===== config.mk =====
export PLATFORM = sky130hd
export DESIGN_NAME = if_fetch
export DESIGN_NICKNAME = d
export VERILOG_FILES = /design/src/rtl/mips_pkg.sv /design/src/rtl/if_fetch_buf.sv /design/src/rtl/if_fetch.sv
export SDC_FILE = /design/constraint.sdc
export NUM_CORES = 1
export LEC_CHECK = 0
export CORE_ASPECT_RATIO = 1.75
export CORE_MARGIN = 1
export CORE_UTILIZATION = 28
export DETAILED_ROUTE_END_ITERATION = 10
export PLACE_DENSITY_LB_ADDON = 0.3
export SYNTH_ARGS = -nofsm -noshare
export SYNTH_HDL_FRONTEND = slang
export SYNTH_SLANG_ARGS = --single-unit

===== constraint.sdc =====
create_clock -name clk -period 2.7 [get_ports clk]
set_input_delay 0.405 -clock clk [delete_from_list [all_inputs] [get_ports clk]]
set_output_delay 0.405 -clock clk [all_outputs]
set_load 0.02 [all_outputs]

===== src/rtl/mips_pkg.sv =====
// Shared MIPS pipeline constants: reset vector, bubble encoding and fetch FSM states.
// The bubble opcode is also decoded by the IF/ID register.
package mips_pkg;

  localparam logic [31:0] RESET_PC      = 32'h0000_3000;
  localparam logic [5:0]  BUBBLE_OPCODE = 6'b111111;
  localparam logic [31:0] BUBBLE_INSTR  = {BUBBLE_OPCODE, 26'd0};

  typedef enum logic [1:0] {
    S_IDLE = 2'd0,
    S_RUN  = 2'd1,
    S_HALT = 2'd2
  } fetch_state_t;

  typedef struct packed {
    logic [31:0] pc4;
    logic [31:0] instr;
  } fetch_entry_t;

endpackage


===== src/rtl/if_fetch_buf.sv =====
// One-entry fetch holding register; load on transfer, clear drops only the valid bit.
// Clear wins over load so a redirect flush cannot be overwritten by a late transfer.
module if_fetch_buf
  import mips_pkg::*;
#(
  parameter logic [31:0] RST_PC4   = 32'h0000_0004,
  parameter logic [31:0] RST_INSTR = 32'h0000_0000
) (
  input  logic         clk,
  input  logic         rst,
  input  logic         load,
  input  logic         clear,
  input  fetch_entry_t load_dat,
  output logic         valid,
  output fetch_entry_t entry
);

  always_ff @(posedge clk) begin
    if (rst) begin
      valid <= 1'b0;
      entry <= {RST_PC4, RST_INSTR};
    end else if (clear) begin
      valid <= 1'b0;
    end else if (load) begin
      valid <= 1'b1;
      entry <= load_dat;
    end
  end

endmodule


===== src/rtl/if_fetch.sv =====
// Instruction fetch: owns the PC, requests imem, holds one instruction for IF/ID (bubble when empty).
// Zero-latency memory sustains one instruction per cycle; Stall with a full buffer freezes PC and drops imem_req.
// IF_ALIGN_CHECK_EN adds IF_AdEL and a halt state on misaligned redirect targets.
module if_fetch #(
  parameter logic [31:0] RESET_PC     = mips_pkg::RESET_PC,
  parameter logic [31:0] BUBBLE_INSTR = mips_pkg::BUBBLE_INSTR
) (
  input  logic        clk,
  input  logic        rst,
  input  logic        Stall,
  input  logic        Redirect,
  input  logic [31:0] RedirectPC,
  output logic        imem_req,
  output logic [31:0] imem_addr,
  input  logic        imem_rvalid,
  input  logic [31:0] imem_rdata,
  output logic [31:0] PCPlus4,
  output logic [31:0] INSTR,
  output logic        IF_Valid
`ifdef IF_ALIGN_CHECK_EN
  ,
  output logic        IF_AdEL
`endif
);
  import mips_pkg::*;

  fetch_state_t state, state_nxt;
  logic [31:0]  pc;
  logic [31:0]  pc_plus4;
  logic [31:0]  redirect_target;
  logic         redirect_take;
  logic         xfer;
  logic         buf_valid;
  fetch_entry_t buf_entry;
  fetch_entry_t load_dat;

`ifdef IF_ALIGN_CHECK_EN
  logic misalign;
  assign misalign        = redirect_take && (RedirectPC[1:0] != 2'b00);
  assign redirect_target = misalign ? RedirectPC : {RedirectPC[31:2], 2'b00};
`else
  assign redirect_target = RedirectPC & 32'hFFFF_FFFC;
`endif

  // Once halted only reset can move the PC again.
  assign redirect_take = Redirect && (state != S_HALT);
  assign pc_plus4      = pc + 32'd4;
  assign xfer          = imem_req && imem_rvalid;

  always_ff @(posedge clk) begin
    if (rst) state <= S_IDLE;
    else     state <= state_nxt;
  end

  always_comb begin
    state_nxt = state;
    case (state)
      S_IDLE:  state_nxt = S_RUN;
      S_RUN:   state_nxt = S_RUN;
      S_HALT:  state_nxt = S_HALT;
      default: state_nxt = S_IDLE;
    endcase
`ifdef IF_ALIGN_CHECK_EN
    if (misalign) state_nxt = S_HALT;
`endif
  end

  always_comb begin
    imem_req = (state == S_RUN) && !Redirect && (!buf_valid || !Stall);
  end

  always_ff @(posedge clk) begin
    if (rst)                pc <= RESET_PC;
    else if (redirect_take) pc <= redirect_target;
    else if (xfer)          pc <= pc_plus4;
  end

`ifdef IF_ALIGN_CHECK_EN
  always_ff @(posedge clk) begin
    if (rst)           IF_AdEL <= 1'b0;
    else if (misalign) IF_AdEL <= 1'b1;
  end
`endif

  assign load_dat = '{pc4: pc_plus4, instr: imem_rdata};

  // A consume with a same-edge transfer refills; only a bare consume empties.
  if_fetch_buf #(
    .RST_PC4   (RESET_PC + 32'd4),
    .RST_INSTR (BUBBLE_INSTR)
  ) u_buf (
    .clk      (clk),
    .rst      (rst),
    .load     (xfer),
    .clear    (Redirect || (!Stall && buf_valid && !xfer)),
    .load_dat (load_dat),
    .valid    (buf_valid),
    .entry    (buf_entry)
  );

  assign imem_addr = pc;
  assign PCPlus4   = buf_entry.pc4;
  assign INSTR     = buf_valid ? buf_entry.instr : BUBBLE_INSTR;
  assign IF_Valid  = buf_valid;

endmodule


Yosys cells after proc, flatten, opt, wreduce, memory -nomap -nowiden
Index checks and enable logic that the tools add are counted.
{ "op_classes": {"n_addsub": 1, "eq_ne": 3, "muxes": 4, "n_bitwise": 1, "n_reduce_logical": 18} }
{ "op_table": {"columns": ["op", "count"], "rows": [
  ["32-bit two-way mux", 3],
  ["32-bit by 3-bit adder with 32-bit output, second input constant", 1],
  ["1-bit logical AND", 6],
  ["2-bit OR reduction", 3],
  ["1-bit logical NOT", 4],
  ["2-bit one-hot mux with 2 select lines", 1],
  ["2-bit by 1-bit == test with 1-bit output, second input constant", 1],
  ["2-bit == test, second input constant", 1],
  ["2-bit logical NOT", 1],
  ["1-bit logical OR", 2],
  ["2-bit inequality test, second input constant", 1],
  ["2-bit AND reduction", 1],
  ["2-bit nonzero test", 1],
  ["1-bit NOT", 1]
]} }
{ "word_totals": {"register_bits": 99, "output_inout_bits": 98, "elab_cells": 33} }

Longest topological paths before layout
Gate-level depths: netlist of the first run.
{ "depth": {"ltp_word": 9, "ltp_mapped": 8, "depth_no_buf": 6} }

Modules after synthesis
From an unflattened synthesis of the first run, not the netlist that was laid out.
{ "hier_totals": {"hier_cells": 614, "area_unflattened_um2": 5363.9} }
{ "by_module_without_submodules": {"columns": ["module", "n_inst", "cells_each", "area_per_inst_um2", "seq_area_each_um2"], "rows": [
  ["if_fetch_buf", 1, 293, 2900.3, 1301.2],
  ["if_fetch", 1, 321, 2463.6, 640.6]
]} }

Worst setup path after synthesis of the first run
OpenSTA, ideal clock, no wires.
{ "synth_timing": {"path_kind": "register to register", "start": "register pc[2], in the netlist imem_addr[2]", "end": "register pc[28], in the netlist imem_addr[28]", "arrival_ns": 2.107, "required_time_ns": 2.568, "path_slack_ns": 0.461, "path_stages_with_launch": 8, "path_buffers": 1, "cell_sequence": "dfxtp_1 -> ha_1 -> nand4_2 -> or3_1 -> buf_6 -> o31a_2 -> o21ai_0 -> a31oi_1"} }
{ "synth_between": {"elab_chain_len": 3} }
{ "synth_lines": {"columns": ["item", "line", "source"], "rows": [
  ["from (decl)", "if_fetch.sv:28", "logic [31:0] pc;"],
  ["from (signal assigned)", "if_fetch.sv:74", "else if (redirect_take) pc <= redirect_target;"],
  ["from (signal assigned)", "if_fetch.sv:75", "else if (xfer) pc <= pc_plus4;"],
  ["32-bit by 3-bit adder with 32-bit output", "if_fetch.sv:47", "assign pc_plus4 = pc + 32'd4;"],
  ["32-bit two-way mux", "if_fetch.sv:75", null],
  ["32-bit two-way mux", "if_fetch.sv:74", null]
]} }
No other way between the ends. The select of a mux whose other input is x is not followed.
A chain may end at the register's enable or synchronous reset.

Worst setup path in the final report of the first run
{ "layout_timing": {"start": "register pc[3], in the netlist imem_addr[3]", "end": "register pc[28], in the netlist imem_addr[28]"} }
Same word-level chain as after synthesis.

==> results of run 1 <==
## tightest hold or removal path: cells and delay by family (launching register included)
family           cells  cell delay (ps)
AND/OR/NAND/NOR      1               50
flip-flops           1              310
AO/OA/AOI/OAI        1               50
## registers in the layout, summed over array words and instances (netlist names)
name         cells
u_buf.entry     62
state            2
u_buf.valid      1
imem_addr       30
## synth_stat cells, types with 3 or more instances
cell and instances:
nor3_1 11, inv_1 4, nand2b_1 8, nand3b_1 7
a211oi_1 13, a22oi_1 5, a31oi_1 11, a21oi_1 64
buf_4 34, and4_1 3, o31a_2 4, nand2_1 105
buf_6 10, o22ai_1 3, dfxtp_1 95, nand3_1 21
buf_1 6, nor2_1 33, or3_1 3, nand4_1 10
xnor2_1 9, and2_1 30, buf_2 3, xor2_1 8
o31a_1 5, o21ai_0 20, clkbuf_1 27, nor4_1 12
## through the flow
stage | hold slack [ps] | setup slack, ps | util, % | power, W | instance area [µm²]
2_1_floorplan | 427 | 461 | - | 0.00182 | 4740
3_3_place_gp | 438 | 335 | 38.5 | 0.00206 | 6320
3_5_place_dp | 442 | 320 | 38.5 | 0.00206 | 6320
4_1_cts | 452 | 301 | 40.5 | 0.00349 | 6660
5_1_grt | 467 | 185 | 40.5 | 0.00359 | 6660
6_report | 450 | 347 | 40.5 | 0.00346 | 6660
## power groups by stage
stage | Combinational (W) | Sequential [W] | Clock [W]
after floorplan | 0.000244 | 0.00158 | 0
after global placement | 0.000513 | 0.00155 | 0
after detailed placement | 0.000513 | 0.00155 | 0
after CTS | 0.000516 | 0.00152 | 0.00146
after global routing | 0.000551 | 0.00153 | 0.00151
final | 0.000511 | 0.00152 | 0.00143
## cells in the final DEF, fill, tap and decap left out, types with 3 or more instances in the layout
cell type and count:
inv_1 4, nand3_1 21, or3_1 3, o21ai_0 20, xor2_1 8, nand2b_1 8, xnor2_1 9, nand2_1 104
and4_1 3, clkbuf_16 9, buf_4 24, nand3b_1 7, a21oi_1 64, o22ai_1 3, a31oi_1 11, clkdlybuf4s50_1 159
nor3_1 11, o31a_1 5, nor2_1 33, conb_1 4, o31a_2 4, a211oi_1 13, a22oi_1 5, and2_1 29
nor4_1 12, dfxtp_1 95, nand4_1 10
## final cells by class
type	count	area (µm²)
Timing Repair Buffer	186	1820
Fill cell	1717	9790
Tap cell	224	280
Clock inverter	5	80.1
Clock buffer	11	253
Sequential cell	95	1900
Multi-Input combinational cell	418	2310
Antenna cell	1	2.50
Inverter	4	15.0
## metal layers
layer | GRT usage, % | vias to the layer above
li1 | - | 2269
met1 | 19.3 | 2109
met2 | 29.4 | 141
met3 | 2.69 | 21
met4 | 8.03 | 0
met5 | 0 | -
## path summary, 6_finish.rpt
| path | startpoint | end | slack [ps] | depth (start not counted) |
|---|---|---|---|---|
| hold / removal | u_buf.entry[1]$_SDFFE_PP0P_ | u_buf.entry[1]$_SDFFE_PP0P_ | 450 | 2 |
| setup reg to reg | imem_addr[3]$_SDFFE_PP0P_ | imem_addr[28]$_SDFFE_PP0P_ | 350 | 6 |
| hold reg to reg | u_buf.entry[1]$_SDFFE_PP0P_ | u_buf.entry[1]$_SDFFE_PP0P_ | 450 | 2 |
| setup / recovery | imem_addr[3]$_SDFFE_PP0P_ | imem_addr[28]$_SDFFE_PP0P_ | 350 | 6 |
## cells by family (layout without fill, tap and decap cells)
logic type / after synthesis / after routing / share of synthesized area (%)
buf+inv: 85 / 206 / 11.2
xor+xnor: 17 / 17 / 3.15
other cells: 1 / 5 / 0.0793
flops: 95 / 95 / 40.2
simple gates: 255 / 255 / 26.9
fa+ha+maj: 1 / 1 / 0.265
compound gates: 141 / 141 / 18.1
==> impl_metrics.tcl, run 1 <==
set metrics [dict create \
    synth.distinct_cells 49 \
    numCtsBuffers 9 \
    hold_viol 0 \
    cts_root_buf "clkbuf_16" \
    min_period_ps 2350 \
    setup_viol 0 \
    drt-pass1-iter-count 4 \
    max_freq_mhz 425 \
    worstHoldPathType "flip-flop to flip-flop" \
    status "finished, final reports clean" \
    synth.avg_cell_area_um2 7.95 \
    die_w_um 100 \
    die_area_um2 17400 \
    postRouteAntennaNets 0 \
    syn_area_um2 4730 \
    clock-sinks 95 \
    rsz0062_at_grt "no" \
    grt_start_max_net_pins 50 \
    drt-met1-wl_um 5980 \
    row_count 62 \
    fin_cells 944 \
    fp.dieH_um 174 \
    tightestPinTransition_ps 684 \
    areaGrowthSynthToFinish_pct 40.8 \
    synth_area_leaders "dfxtp_1 (40%), nand2_1 (8.3%), a21oi_1 (6.8%), buf_4 (5.4%), and2_1 (4.0%)" \
    drv_cap 0 \
    crit_buf_inv 0 \
    ir_drop_mv 0.274 \
    ys_async_sr_fraction_pct 0 \
    wl_per_cell_um 15.6 \
    path_class "flip-flop to flip-flop" \
    critical_path.max_stage_delay_ps 590 \
    fin_skew_ps 8.87 \
    slew_headroom_pct 54.4 \
    ctsLongestPathBuffers 2 \
    io_pins 167 \
    swShare_pct 25.3 \
    synth_top_area_cell "dfxtp_1" \
    port_buffers 160 \
    initial_core_util_pct 28.8 \
    clockPowerShare_pct 41.3 \
    grt_pass1_wl_um 22400 \
    clkTransAtPathRegs_ps 70 \
    synth_edf_count 0 \
    grt_pass1_vias 4169 \
    wl_met3_um 746 \
    crit_slowest_cell "or3_1" \
    cp.required_ps 2910 \
    final_layout_size_suffix_gt1_share_pct 8.07 \
    dr_total_vias 4540 \
    nets 784 \
    cts-resized-gates 0 \
    ys_seq_area_share_pct 40.2 \
    syn_inst 595 \
    yosysWarnings 0 \
    highest-signal-layer "met4" \
    power-per-cell-area_nw_per_um2 519 \
    fin_tns_setup_ps 0 \
    pwr-share-seq_pct 43.9 \
    antenna_found_initial 1 \
    fin_crit_sh_pct 87.1 \
    end_kind "flip-flop" \
    ctsHoldBuffers 0 \
    yosysTopAreaCellShare_pct 40.2 \
    ys.flop_type "dfxtp_1" \
    drc_errors 0 \
    p_int_w 0.00258 \
    place.gp.congestion 0.800 \
    wl_um 14700 \
    power.share.combinational_pct 14.8 \
    insertion_delay_ps 340 \
    via_per_inst 4.81 \
    track_usage_pct 16.7 \
    core_area_um2 16400 \
    worstPathMaxFanout 10 \
    drv_slew 0 \
    cts_tree "yes" \
    dr_wl_met2_um 7590 \
    synth-seq-cells 95 \
    hpwl_um 10700 \
    dp_cells 927 \
    gr-total-overflow 0 \
    htree_levels 3 \
    drtIter0Drc 155 \
    crit_arrival_ps 2560 \
    critical_path.cell_chain "ha_1, nand4_2, or3_1, o31a_2, o21ai_0, a31oi_1" \
    cp-start-kind "flip-flop" \
    crit_family "simple AND/OR/NAND/NOR gates" \
    p_sw_w 0.000874 \
    leakage_nw 2.27 \
    post-cts-setup-buffers 0 \
]
Power figures use the tool's default switching activity.
==> run 2, diff against run 1 <==
- CORE_MARGIN: 1 -> 8
==> run 2 against run 1 <==
Compared with the run above: sequential share of layout area rose by 0.36 points; sequential power about the same; final area is 1.3% lower.
==> impl_metrics.tcl, run 2 (synthesis results as in run 1) <==
set metrics [dict create \
    status "finished, final reports clean" \
    numCtsBuffers 9 \
    regMostFlops "u_buf.entry" \
    rsz0062_at_grt "no" \
    drc_errors 0 \
    path_class "flip-flop to flip-flop" \
    setup_viol 0 \
    tightestPinTransition_ps 1030 \
    worstHoldPathType "flip-flop to flip-flop" \
    setup_ws_ps 301 \
    final_layout_size_suffix_gt1_share_pct 7.28 \
    crit_family "simple AND/OR/NAND/NOR gates" \
    core_area_um2 16700 \
    dr_total_vias 4507 \
    drt-pass1-iter-count 4 \
    fin_skew_ps 9.13 \
    drtIter0Drc 161 \
    place.gp.congestion 0.758 \
    ctsHoldBuffers 0 \
    clock-sinks 95 \
    place_ws_ps 147 \
    grt_pass1_wl_um 24500 \
    crit_arrival_ps 2610 \
    row_count 63 \
    wl_per_cell_um 16.8 \
    crit_slowest_cell "or3_1" \
    via_per_inst 4.79 \
    areaGrowthSynthToFinish_pct 39.0 \
    hold_slack_ps 449 \
    hold_viol 0 \
    post-cts-setup-buffers 0 \
    leakage_nw 2.22 \
    wl_um 15800 \
    clkTransAtPathRegs_ps 70 \
    cts_root_buf "clkbuf_16" \
    nets 780 \
    grt_use_met1_pct 16.3 \
    critical_path.max_stage_delay_ps 610 \
    final_cell_mix "clkdlybuf4s50_1 (159), nand2_1 (104), dfxtp_1 (95)" \
    grt.met2_usage_pct 26.2 \
    postRouteAntennaNets 0 \
    port_buffers 160 \
    end_kind "flip-flop" \
    min_period_ps 2400 \
    ir_drop_mv 0.320 \
    insertedDiodeCount 0 \
    grt_busiest_layer "met2" \
    fin_tns_setup_ps 0 \
    met3_usage_pct 3.03 \
    layout_commonest_cell "clkdlybuf4s50_1" \
    htree_levels 3 \
    largest_reg_flops 62 \
    insertion_delay_ps 340 \
    cp-start-kind "flip-flop" \
    cp.required_ps 2910 \
    ctsLongestPathBuffers 2 \
    drv_cap 0 \
    gr-total-overflow 0 \
    grt_pass1_vias 4376 \
    worstPathMaxFanout 10 \
    hpwl_um 11600 \
    fp.dieH_um 188 \
    p_total_w 0.00329 \
    die_area_um2 21500 \
    track_usage_pct 14.5 \
    initial_core_util_pct 28.3 \
    fin_crit_sh_pct 88.9 \
    cts_tree "yes" \
    die_w_um 114 \
    dpl-instance-area_um2 6290 \
    antenna_found_initial 0 \
    io_pins 167 \
    drv_slew 0 \
    crit_buf_inv 0 \
    grt_start_max_net_pins 59 \
    max_freq_mhz 417 \
    stdcell_area_um2 6580 \
    power-per-cell-area_nw_per_um2 501 \
    critical_path.cell_chain "ha_1, nand4_2, or3_1, o31a_2, o21ai_0, a31oi_1" \
    cts-resized-gates 0 \
    slew_headroom_pct 31.2 \
]
run 2: power by group:
part | leakage (nW) | switching (W) | internal, W
registers | 0.777 | 0.0000544 | 0.00146
logic | 1.31 | 0.000257 | 0.000251
clock network | 0.135 | 0.000552 | 0.000716
total | 2.22 | 0.000864 | 0.00243
run 2: metrics by stage:
stage / util (%) / std cells
after detailed placement: 37.6 / 926
after floorplan: - / 598
after global placement: 37.6 / 926
after global routing: 39.4 / 941
final: 39.4 / 941
after CTS: 39.4 / 941
run 2: final timing paths:
kind / start / to / slack (ps) / cells after the start
worst min register to register: u_buf.entry[21]$_SDFFE_PP0P_ / u_buf.entry[21]$_SDFFE_PP0P_ / 450 / 2
worst max-delay path: imem_addr[3]$_SDFFE_PP0P_ / imem_addr[28]$_SDFFE_PP0P_ / 300 / 6
worst min-delay path: u_buf.entry[21]$_SDFFE_PP0P_ / u_buf.entry[21]$_SDFFE_PP0P_ / 450 / 2
worst max register to register: imem_addr[3]$_SDFFE_PP0P_ / imem_addr[28]$_SDFFE_PP0P_ / 300 / 6
run 2: area by class of cell:
class	instances	area, µm²
fill	1800	10100
multi-input combinational	418	2310
sequential	95	1900
timing repair buffer	182	1780
tap	227	284
clock buffer	10	229
clock inverter	5	58.8
inverter	4	15.0
run 2: worst min-delay path, stage by stage (launching register included):
cell,delay [ps]
dfxtp_1,300
nand2_1,50
a21oi_1,50
run 2: routing by layer:
layer	vias up	routed length (µm)
li1	2255	-
met1	2104	6210
met2	133	8340
met3	15	961
met4	0	267
met5	-	0
